**src/rtl/spi_mem_master.sv**
```systemverilog
// SPI mode-0 master for a byte-wide serial memory: 8-bit command {addr, rw} then one data byte.
// Optional macro SPIM_CS_GAP_EN inserts a 2*CLKDIV-cycle chip-select-high GAP state after each frame.
module spi_mem_master #(
    parameter int CLKDIV = 4
) (
    input  logic       clk,
    input  logic       rst_n,
    input  logic       start,
    input  logic       rw,
    input  logic [6:0] addr,
    input  logic [7:0] wdata,
    output logic       busy,
    output logic       done,
    output logic [7:0] rdata,
    output logic       sclk_pin,
    output logic       cs_pin,
    output logic       mosi_pin,
    input  logic       miso_pin
);

    localparam int DW = $clog2(CLKDIV) + 1;
    localparam logic [DW-1:0] DIV_LAST = DW'(CLKDIV - 1);
`ifdef SPIM_CS_GAP_EN
    localparam logic [DW-1:0] GAP_LAST = DW'(2 * CLKDIV - 1);
`endif

    typedef enum logic [2:0] {
        S_IDLE,
        S_CMD,
        S_DATA,
`ifdef SPIM_CS_GAP_EN
        S_GAP,
`endif
        S_END
    } state_t;

    state_t      state_reg, state_next;
    logic [DW-1:0] div_reg, div_next;
    logic [4:0]  edge_reg, edge_next;
    logic        sclk_reg, sclk_next;
    logic        cs_reg, cs_next;
    logic        mosi_reg, mosi_next;
    logic [15:0] tx_reg, tx_next;
    logic [7:0]  rx_reg, rx_next;
    logic [7:0]  rdata_reg, rdata_next;
    logic        rw_reg, rw_next;
    logic        done_reg, done_next;
    logic        half_done;

    always_ff @(posedge clk) begin
        if (!rst_n) begin
            state_reg <= S_IDLE;
            div_reg   <= '0;
            edge_reg  <= '0;
            sclk_reg  <= 1'b0;
            cs_reg    <= 1'b1;
            mosi_reg  <= 1'b0;
            tx_reg    <= '0;
            rx_reg    <= '0;
            rdata_reg <= '0;
            rw_reg    <= 1'b0;
            done_reg  <= 1'b0;
        end else begin
            state_reg <= state_next;
            div_reg   <= div_next;
            edge_reg  <= edge_next;
            sclk_reg  <= sclk_next;
            cs_reg    <= cs_next;
            mosi_reg  <= mosi_next;
            tx_reg    <= tx_next;
            rx_reg    <= rx_next;
            rdata_reg <= rdata_next;
            rw_reg    <= rw_next;
            done_reg  <= done_next;
        end
    end

    assign half_done = (div_reg == DIV_LAST);

    always_comb begin
        state_next = state_reg;
        div_next   = div_reg;
        edge_next  = edge_reg;
        sclk_next  = sclk_reg;
        cs_next    = cs_reg;
        mosi_next  = mosi_reg;
        tx_next    = tx_reg;
        rx_next    = rx_reg;
        rdata_next = rdata_reg;
        rw_next    = rw_reg;
        done_next  = 1'b0;
        case (state_reg)
            S_IDLE: begin
                if (start) begin
                    // Command MSB goes straight to mosi; tx holds the remaining 15 bits plus a trailing 0.
                    rw_next    = rw;
                    mosi_next  = addr[6];
                    tx_next    = {addr[5:0], rw, (rw ? 8'h00 : wdata), 1'b0};
                    cs_next    = 1'b0;
                    sclk_next  = 1'b0;
                    div_next   = '0;
                    edge_next  = '0;
                    rx_next    = '0;
                    state_next = S_CMD;
                end
            end
            S_CMD, S_DATA: begin
                if (half_done) begin
                    div_next  = '0;
                    sclk_next = ~sclk_reg;
                    if (!sclk_reg) begin
                        if (state_reg == S_DATA) rx_next = {rx_reg[6:0], miso_pin};
                    end else begin
                        mosi_next = tx_reg[15];
                        tx_next   = {tx_reg[14:0], 1'b0};
                        edge_next = edge_reg + 5'd1;
                        if (edge_reg == 5'd7)  state_next = S_DATA;
                        if (edge_reg == 5'd15) state_next = S_END;
                    end
                end else begin
                    div_next = div_reg + 1'b1;
                end
            end
            S_END: begin
                if (half_done) begin
                    div_next  = '0;
                    edge_next = '0;
                    cs_next   = 1'b1;
                    done_next = 1'b1;
                    if (rw_reg) rdata_next = rx_reg;
`ifdef SPIM_CS_GAP_EN
                    state_next = S_GAP;
`else
                    state_next = S_IDLE;
`endif
                end else begin
                    div_next = div_reg + 1'b1;
                end
            end
`ifdef SPIM_CS_GAP_EN
            S_GAP: begin
                if (div_reg == GAP_LAST) begin
                    div_next   = '0;
                    state_next = S_IDLE;
                end else begin
                    div_next = div_reg + 1'b1;
                end
            end
`endif
            default: state_next = S_IDLE;
        endcase
    end

    assign busy     = (state_reg != S_IDLE);
    assign done     = done_reg;
    assign rdata    = rdata_reg;
    assign sclk_pin = sclk_reg;
    assign cs_pin   = cs_reg;
    assign mosi_pin = mosi_reg;

endmodule
```
**config.mk**
```make
export PLATFORM = sky130hd
export DESIGN_NAME = spi_mem_master
export DESIGN_NICKNAME = d
export VERILOG_FILES = /design/src/rtl/spi_mem_master.sv
export SDC_FILE = /design/constraint.sdc
export NUM_CORES = 1
export LEC_CHECK = 0
export ABC_CLOCK_PERIOD_IN_PS = 1800
export BUFFER_PORTS_ARGS = -buffer_cell sky130_fd_sc_hd__buf_2
export CORE_MARGIN = 4
export CORE_UTILIZATION = 38
export CTS_CLUSTER_SIZE = 24
export DETAILED_ROUTE_END_ITERATION = 10
export PLACE_DENSITY = 0.7
export SLEW_MARGIN = 20
export SYNTH_ARGS = -nofsm -noshare
export SYNTH_HDL_FRONTEND = slang
export SYNTH_SLANG_ARGS = --single-unit
```
**constraint.sdc**
```tcl
create_clock -name clk -period 1.8 [get_ports clk]
set_input_delay 0.36 -clock clk [delete_from_list [all_inputs] [get_ports clk]]
set_output_delay 0.36 -clock clk [all_outputs]
set_load 0.02 [all_outputs]
```
== Word level (Yosys, flattened, before mapping) ==
Cells that the tools add are included.
Operators by class
  bitwise operators: 1
  add/sub/neg operators: 2
  muxes and demuxes: 35
  reduce and logical (&&, ||, !) cells: 18
  eq/ne operators: 13
Operators by type and width (count)
  16-bit two-way mux: 3
  8-bit two-way mux: 5
  16-bit one-hot mux with 2 select lines: 1
  3-bit two-way mux: 8
  5-bit two-way mux: 4
  8-bit one-hot mux with 2 select lines: 1
  5-bit one-hot mux with 3 select lines: 1
  5-bit AND reduction: 3
  2-bit != test, second input constant: 6
  3-bit by 2-bit equality test with 1-bit output, second input constant: 3
  3-bit one-hot mux with 3 select lines: 1
  3-bit AND reduction: 3
  1-bit two-way mux: 7
  1-bit one-hot mux with 2 select lines: 3
  3-bit one-hot mux with 2 select lines: 1
  2-bit AND reduction: 3
  2-bit nonzero test: 3
  3-bit nonzero test: 2
  5-bit by 1-bit adder with 5-bit output, second input constant: 1
  5-bit by 3-bit equality test with 1-bit output, second input constant: 1
  5-bit by 4-bit equality test with 1-bit output, second input constant: 1
  4-bit AND reduction: 1
  3-bit by 1-bit adder with 3-bit output, second input constant: 1
  3-bit by 1-bit equality test with 1-bit output, second input constant: 1
  other kinds (5): 5
Storage, ports and cells
  flip-flop bits (word level): 48
  input port bits: 20
  output and inout port bits: 13
  logic and storage cells: 80

== Logic depth before layout (Yosys ltp) ==
Gate-level depths: netlist (run 1).
  word-level depth: 6
  gate-level depth with buffers: 8

== Least setup slack after synthesis (run 1) ==
No wires, ideal clock.
  kind: reg-to-reg
  start point: reg state_reg[0]
  end point: reg mosi_reg, in the netlist mosi_pin
  period minus slack after synthesis: 1876 ps
  stages on the path, launching flop included: 8
  setup time: 116 ps
  setup slack: -76 ps
  arrival: 1760 ps
  path through: dfxtp_1 -> inv_1 -> ha_1 -> nor2b_1 -> a2111oi_4 -> buf_2 -> nand2_1 -> o211a_1
On the way
  cells in the longest elaborated chain, start to end: 4
  elaborated cells between the ends (all ways): 10
  those cells by class: 5 x eq/ne; 1 x mux; 4 x reduce/logical
RTL lines
  from (decl): RTL line 37  | state_t state_reg, state_next;
  from (signal assigned): RTL line 64  | state_reg <= state_next;
  3-bit by 2-bit equality test with 1-bit output / 3-bit by 1-bit equality test with 1-bit output (equally long branches): RTL line 92  | case (state_reg)
  2-bit OR reduction: RTL line 92
  2-bit != test (no line) / 2-bit nonzero test (equally long branches)
  4-bit AND reduction (no line)
  to (signal assigned): RTL line 69  | mosi_reg <= mosi_next;
  to (decl): RTL line 42  | logic mosi_reg, mosi_next;
Parallel ways exist; a longest one is shown, timed or not.
A chain may end at the register's enable or synchronous reset.

== Worst setup path after layout (run 1) ==
  start point: reg state_reg[0]
  end point: reg tx_reg[11]
On the way
  cells in the longest elaborated chain, start to end: 4
  elaborated cells between the ends (all ways): 10
  those cells by class: 5 x eq/ne; 1 x mux; 4 x reduce/logical
RTL lines
  3-bit by 2-bit equality test with 1-bit output / 3-bit by 1-bit equality test with 1-bit output (equally long branches): RTL line 92
  2-bit OR reduction: RTL line 92
  2-bit != test (no line) / 2-bit nonzero test (equally long branches)
  4-bit AND reduction (no line)
  to (signal assigned): RTL line 70  | tx_reg <= tx_next;
  to (decl): RTL line 43  | logic [15:0] tx_reg, tx_next;
Parallel ways exist; a longest one is shown, timed or not.

==> results of run 1 <==
final timing paths:
path                     end  cells after the start          from  slack, ps
setup / recovery  tx_reg[11]                      8  state_reg[0]          5
hold / removal     tx_reg[1]                      3      wdata[0]        320
setup reg to reg  tx_reg[11]                      8  state_reg[0]          5
hold reg to reg     rdata[6]                      2      rdata[6]        470
power groups by stage:
stage / Clock [W] / Sequential, W / Combinational [W]
detailed placement: 0 / 0.00132 / 0.00144
CTS: 0.000774 / 0.00131 / 0.00162
global route: 0.000819 / 0.00133 / 0.00187
finish: 0.000754 / 0.00132 / 0.00173
floorplan: 0 / 0.00132 / 0.00106
global placement: 0 / 0.00132 / 0.00140
tightest hold or removal path, delay by kind of cell:
kind            cells  cell delay [ps]
compound gates      1               50
buf+inv             1              100
simple gates        1               50
metrics by stage:
step | setup slack (ps) | util, %
CTS | 2.71 | 48.7
finish | 4.80 | 49.6
global placement | -35.3 | 45.7
detailed placement | -113 | 45.7
global route | -55.1 | 49.6
floorplan | 13.3 | -
area by class of cell:
cell class                 count  area, um2  share of cell area [%]
inverter                       6       22.5                   0.809
clock buffer                   5       68.8                    2.47
timing repair buffer          51        383                    13.8
clock inverter                 3       40.0                    1.44
tap                           72       90.1                    3.24
sequential                    46        925                    33.2
multi-input combinational    164       1250                    45.1
layout by cell type (no fill, tap or decap), types with 4 or more instances in the layout:
cell type,instances
a21boi_0,11
a21boi_2,8
a21oi_1,5
a22oi_1,7
buf_2,32
buf_4,14
clkbuf_8,5
dfxtp_1,43
ha_1,6
inv_1,4
mux2i_1,10
nand2_1,32
nand2b_1,10
nand3_1,8
nand3_2,8
nor2_1,7
nor2b_1,4
o211a_1,16
layer usage:
metal  GRT usage (%)  vias up  wire length (um)
met1            17.4      823              2200
li1                -      898                 -
met4            3.45        0                52
met5               0        -                 0
met2            23.5       43              2330
met3            3.53        7               283
what timing repair did:
item | 4_1_cts | 5_1_grt
resized for setup | 7 | 12
setup endpoints to repair | 30 | 33
pin swaps | 1 | 4
hold buffers | 0 | 0
setup buffers | 1 | 0
gates cloned | 1 | 1
logic make-up after synthesis:
logic type | synth area share (%)
AO/OA/AOI/OAI | 23.4
XOR/XNOR | 1.17
adder cells (fa/ha/maj) | 4.47
buffers and inverters | 4.75
flip-flops | 41.1
multiplexers | 4.97
AND/OR/NAND/NOR | 20.1
==> run metrics, run 1 <==
Max stage delay on crit path=370 ps; Hold WC Path Type=primary input to register; fraction of post-synthesis cell area in the top cell type by area=41.1%; CP Max Fanout=8; Net count, final=302; total clock buffers created by CTS=5; library cell contributing the largest single delay on the critical path=a2111oi_4; number of setup violations in the final report=0; Max Clk Rate=557 MHz; internal power=0.00251 W; portion of the post-synthesis area used by sequential elements=41.1%; worst setup path category=register to register; sequential power share=34.6%; relative slew slack=69.3%; first-pass GRT wire length=8140 um; cell types with the largest area share after synthesis=dfxtp_1 (41%), o211a_1 (7.2%), nand2_1 (6.0%); Final Skew=5.34 ps; number of failing hold endpoints at the final stage=0; Detailed Route WL=4860 um; die boundary width=84.8 um; global route total overflow=0; dominant synthesized flop cell=dfxtp_1; maximum number of pins on one net before global-route repair=31; arrival time at the worst endpoint=1980 ps; initial cell density of the core=39.9%; initial antenna violation count=0; startpoint types=register; cell at the root of the clock tree=clkbuf_8; global-route total usage across every layer=13.8%; Hold Worst Slack=318 ps; HPWL after DPL=3240 um; Peak VDD IR=0.837 mV; TritonRoute pass-1 iters=4; cell-by-cell trace of the critical path=inv_2 -> ha_4 -> nor2b_4 -> a2111oi_4 -> buf_4 -> clkbuf_16 -> nand2_1 -> o211a_1; clock period minus worst slack=1800 ps; Post-DRT Antenna Nets=0; cell with the most instances after synthesis=dfxtp_1; post-route fraction of the period consumed by the critical path=99.7%; Buf+Inv Stages, Crit Path=3; filler instances=538; CTS HTree Levels=2; total power=0.00380 W; DRC violation count after routing=0; Placer Congestion=0.795; Die Area=7180 um2; Area Overhead vs Synth=24.4%; TritonCTS clock tree=yes; Synth async-reset ratio=0%; WL per Instance=14.0 um; Finished Layout Cells=347; floorplan die height=84.8 um; area after detailed placement=2560 um2; synthesized instance count=231; placed insts=336; FF+latch count, synth=46; static leakage=1.23 nW; most common library cells after synthesis=dfxtp_1 (46), nand2_1 (36), o211a_1 (16), a21boi_0 (13), nand2b_1 (11); status=finished clean; DR vias=1771; synth warn=0; drt via density=5.10; initial DRC count=71; Post-Syn Area per Cell=9.69 um2; Antenna Diode Count=0; data required time of the worst path=1980 ps; share of layout cells above drive strength 1=34.2%; count of distinct cell types in the synthesized netlist=33; Clock Power Share=19.8%; Post-synth EDFFs=0; number of rows created at floorplan=27; number of buffers between clock root and the deepest sink=2; port bufs=32; CORE AREA=5610 um2; post-layout instance area=2780 um2; most area-hungry cell type in the Yosys netlist=dfxtp_1; setup repair after global routing missed its margin=true; kind of capture point of the worst setup path=register; Synthesized Nets=259; number of flip-flops in the largest register=15; Worst Max-Slew Pin Slew=458 ps; Sw Ratio=34.0%; CP top delay family=compound AO/OA/AOI/OAI gates; net load switching power=0.00129 W; post-synth design cell area=2240 um2; final setup TNS=0 ps; insertion delay of the later-clocked pin in the worst-skew pair=290 ps; Maximum Capacitance Violations=0; number of pins with negative max-slew slack in the final report=0; clock transition at the register clock pins on the worst setup and hold paths after CTS=90 ps; total power divided by cell area=1370 nW/um2; Gate power share=45.6%; clock sink count=46; vias in the first global route=1794; Top Ports=33
Power figures use the tool's default switching activity.
==> run 2, diff against run 1 <==
BUFFER_PORTS_ARGS = default   (was -buffer_cell sky130_fd_sc_hd__buf_2)
CTS_CLUSTER_SIZE = default   (was 24)
DONT_BUFFER_PORTS = 1   (was default)
PLACE_DENSITY = 0.65   (was 0.7)
==> run 2 against run 1 <==
Setup slack improved by 43 ps. Hold slack got worse by 170 ps. Cell count decreased by 9.2%. Critical path depth grew 1. Combinational power shrank 5%. Flip-flop and latch count unchanged. Routed wire length shrank 4.8%. Critical endpoint is now rx_reg[1].
==> run metrics, run 2 (synthesized netlist as in run 1, its figures left out) <==
arrival time at the worst endpoint=1950 ps; crit path launch=state_reg[1]; most common cell after layout, fill and taps aside=dfxtp_1; insertion delay of the later-clocked pin in the worst-skew pair=300 ps; critical register-to-register path endpoint=rx_reg[1]; number of pins with negative max-slew slack in the final report=0; minimum setup slack among reg-to-reg paths=50 ps; termination of the worst setup path=rx_reg[1]; final setup TNS=0 ps; status=finished clean; Peak VDD IR=0.846 mV; worst reg-to-reg path cell count=9; data required time of the worst path=1990 ps; Die Area=7180 um2; share of layout cells above drive strength 1=26.3%; Net count, final=270; clock sink count=46; Worst Max-Slew Pin Slew=383 ps; initial antenna violation count=0; clock period minus worst slack=1750 ps; maximum number of pins on one net before global-route repair=45; leading cell types in the layout, fill and taps excluded=dfxtp_1 (43), nand2_1 (36), o211a_1 (16); global-route total usage across every layer=12.9%; worst setup path category=register to register; TritonCTS clock tree=yes; startpoint types=register; library cell contributing the largest single delay on the critical path=dfxtp_2; number of buffers added to fix hold violations after cts=0; HPWL after DPL=3080 um; TritonRoute pass-1 iters=4; sequential power share=36.6%; worst reg2reg path startpoint=state_reg[1]; CORE AREA=5610 um2; Final Skew=9.37 ps; relative slew slack=74.1%; global route total overflow=0; drt via density=5.33; initial DRC count=76; number of buffers between clock root and the deepest sink=2; Top Ports=33; Maximum Capacitance Violations=0; placed insts=303; Max Clk Rate=571 MHz; filler instances=556; cell at the root of the clock tree=clkbuf_8; CTS HTree Levels=2; DRC violation count after routing=0; number of failing hold endpoints at the final stage=0; Placer Congestion=0.777; number of setup violations in the final report=0; utilization of the core after routing=46.9%; clock transition at the register clock pins on the worst setup and hold paths after CTS=90 ps; net load switching power=0.00125 W; WL per Instance=14.7 um; Gate power share=45.3%; floorplan die height=84.8 um; total power divided by cell area=1380 nW/um2; vias in the first global route=1659; Clock Power Share=18.1%; post-route fraction of the period consumed by the critical path=97.3%; die boundary width=84.8 um; Area Overhead vs Synth=17.6%; number of flip-flops in the largest register=15; Hold Worst Slack=152 ps; Antenna Diode Count=0; cell repeated most along the worst path=buf_4; Hold WC Path Type=primary input to register; CP Max Fanout=8; number of rows created at floorplan=27; Detailed Route WL=4630 um; Post-DRT Antenna Nets=0; internal power=0.00238 W; kind of capture point of the worst setup path=register; initial cell density of the core=39.9%; total power=0.00363 W; port bufs=0; Max stage delay on crit path=350 ps; Finished Layout Cells=315; total clock buffers created by CTS=5; static leakage=1.09 nW; Sw Ratio=34.5%; Worst Min Path Start=rst_n; cell-by-cell trace of the critical path=inv_2 -> buf_4 -> ha_2 -> mux2_4 -> a2111oi_4 -> buf_4 -> clkbuf_16 -> nand2b_4 -> a21boi_2; DR vias=1678; first-pass GRT wire length=7620 um
## run 2: changes by cell type in the layout (fill, tap and decap cells not counted), moves of 2 or more
cell      delta
buf_2       -32
nand2b_4     +5
nand2_1      +4
nand2b_1     -4
nand2_2      -3
a21boi_0     +2
a21boi_1     -2
ha_1         -2
## run 2: timing repair
item | 4_1_cts | 5_1_grt
gates resized for setup | 9 | 13
cloned | 1 | 1
setup buffers | 1 | 1
setup endpoints to repair | 30 | 28
pin swaps | 1 | 6
## run 2: worst min-delay path by stage
stage,cells past startpoint,slack (ps),end
after global placement,1,450,cs_pin
after floorplan,2,440,rdata[7]
after detailed placement,1,450,cs_pin
after CTS,1,130,cs_pin
final,1,150,cs_pin
after global routing,1,140,cs_pin
## run 2: per-layer routing
| layer | GRT usage, % | wire length, um | up-vias |
|---|---|---|---|
| li1 | - | - | 837 |
| met1 | 15.9 | 2160 | 798 |
| met2 | 20.4 | 2130 | 34 |
| met3 | 5.20 | 274 | 9 |
| met4 | 4.60 | 69 | 0 |
| met5 | 0 | 0 | - |
## run 2: power by group through the flow
stage | Combinational [W] | Clock [W] | Sequential, W
after floorplan | 0.00106 | 0 | 0.00132
after global placement | 0.00131 | 0 | 0.00134
after detailed placement | 0.00134 | 0 | 0.00134
after CTS | 0.00153 | 0.000677 | 0.00132
after global routing | 0.00179 | 0.000716 | 0.00135
final | 0.00165 | 0.000657 | 0.00133
## run 2: final cells by class
type / count / area, um2 / area share [%]
multi-input cells: 164 / 1290 / 49.2
well taps: 72 / 90.1 / 3.42
repair buffers: 19 / 205 / 7.80
inverters: 6 / 22.5 / 0.856
flip-flops and latches: 46 / 925 / 35.1
clock buffers: 6 / 82.6 / 3.14
clock inverters: 2 / 12.5 / 0.476
## run 2: critical path: cells and delay by family (launching register included)
family                   cells  cell delay, ps
multiplexers                 1             280
flip-flops                   1             350
AND/OR/NAND/NOR              1             120
adder cells (fa/ha/maj)      1             150
buffers and inverters        4             520
AO/OA/AOI/OAI                2             230
## run 2: stage by stage
step                area (um2)  setup slack [ps]
CTS                       2550             -3.08
floorplan                 2250              13.3
detailed placement        2380              -148
finish                    2630              47.8
global route              2630             -8.14
global placement          2380             -11.8
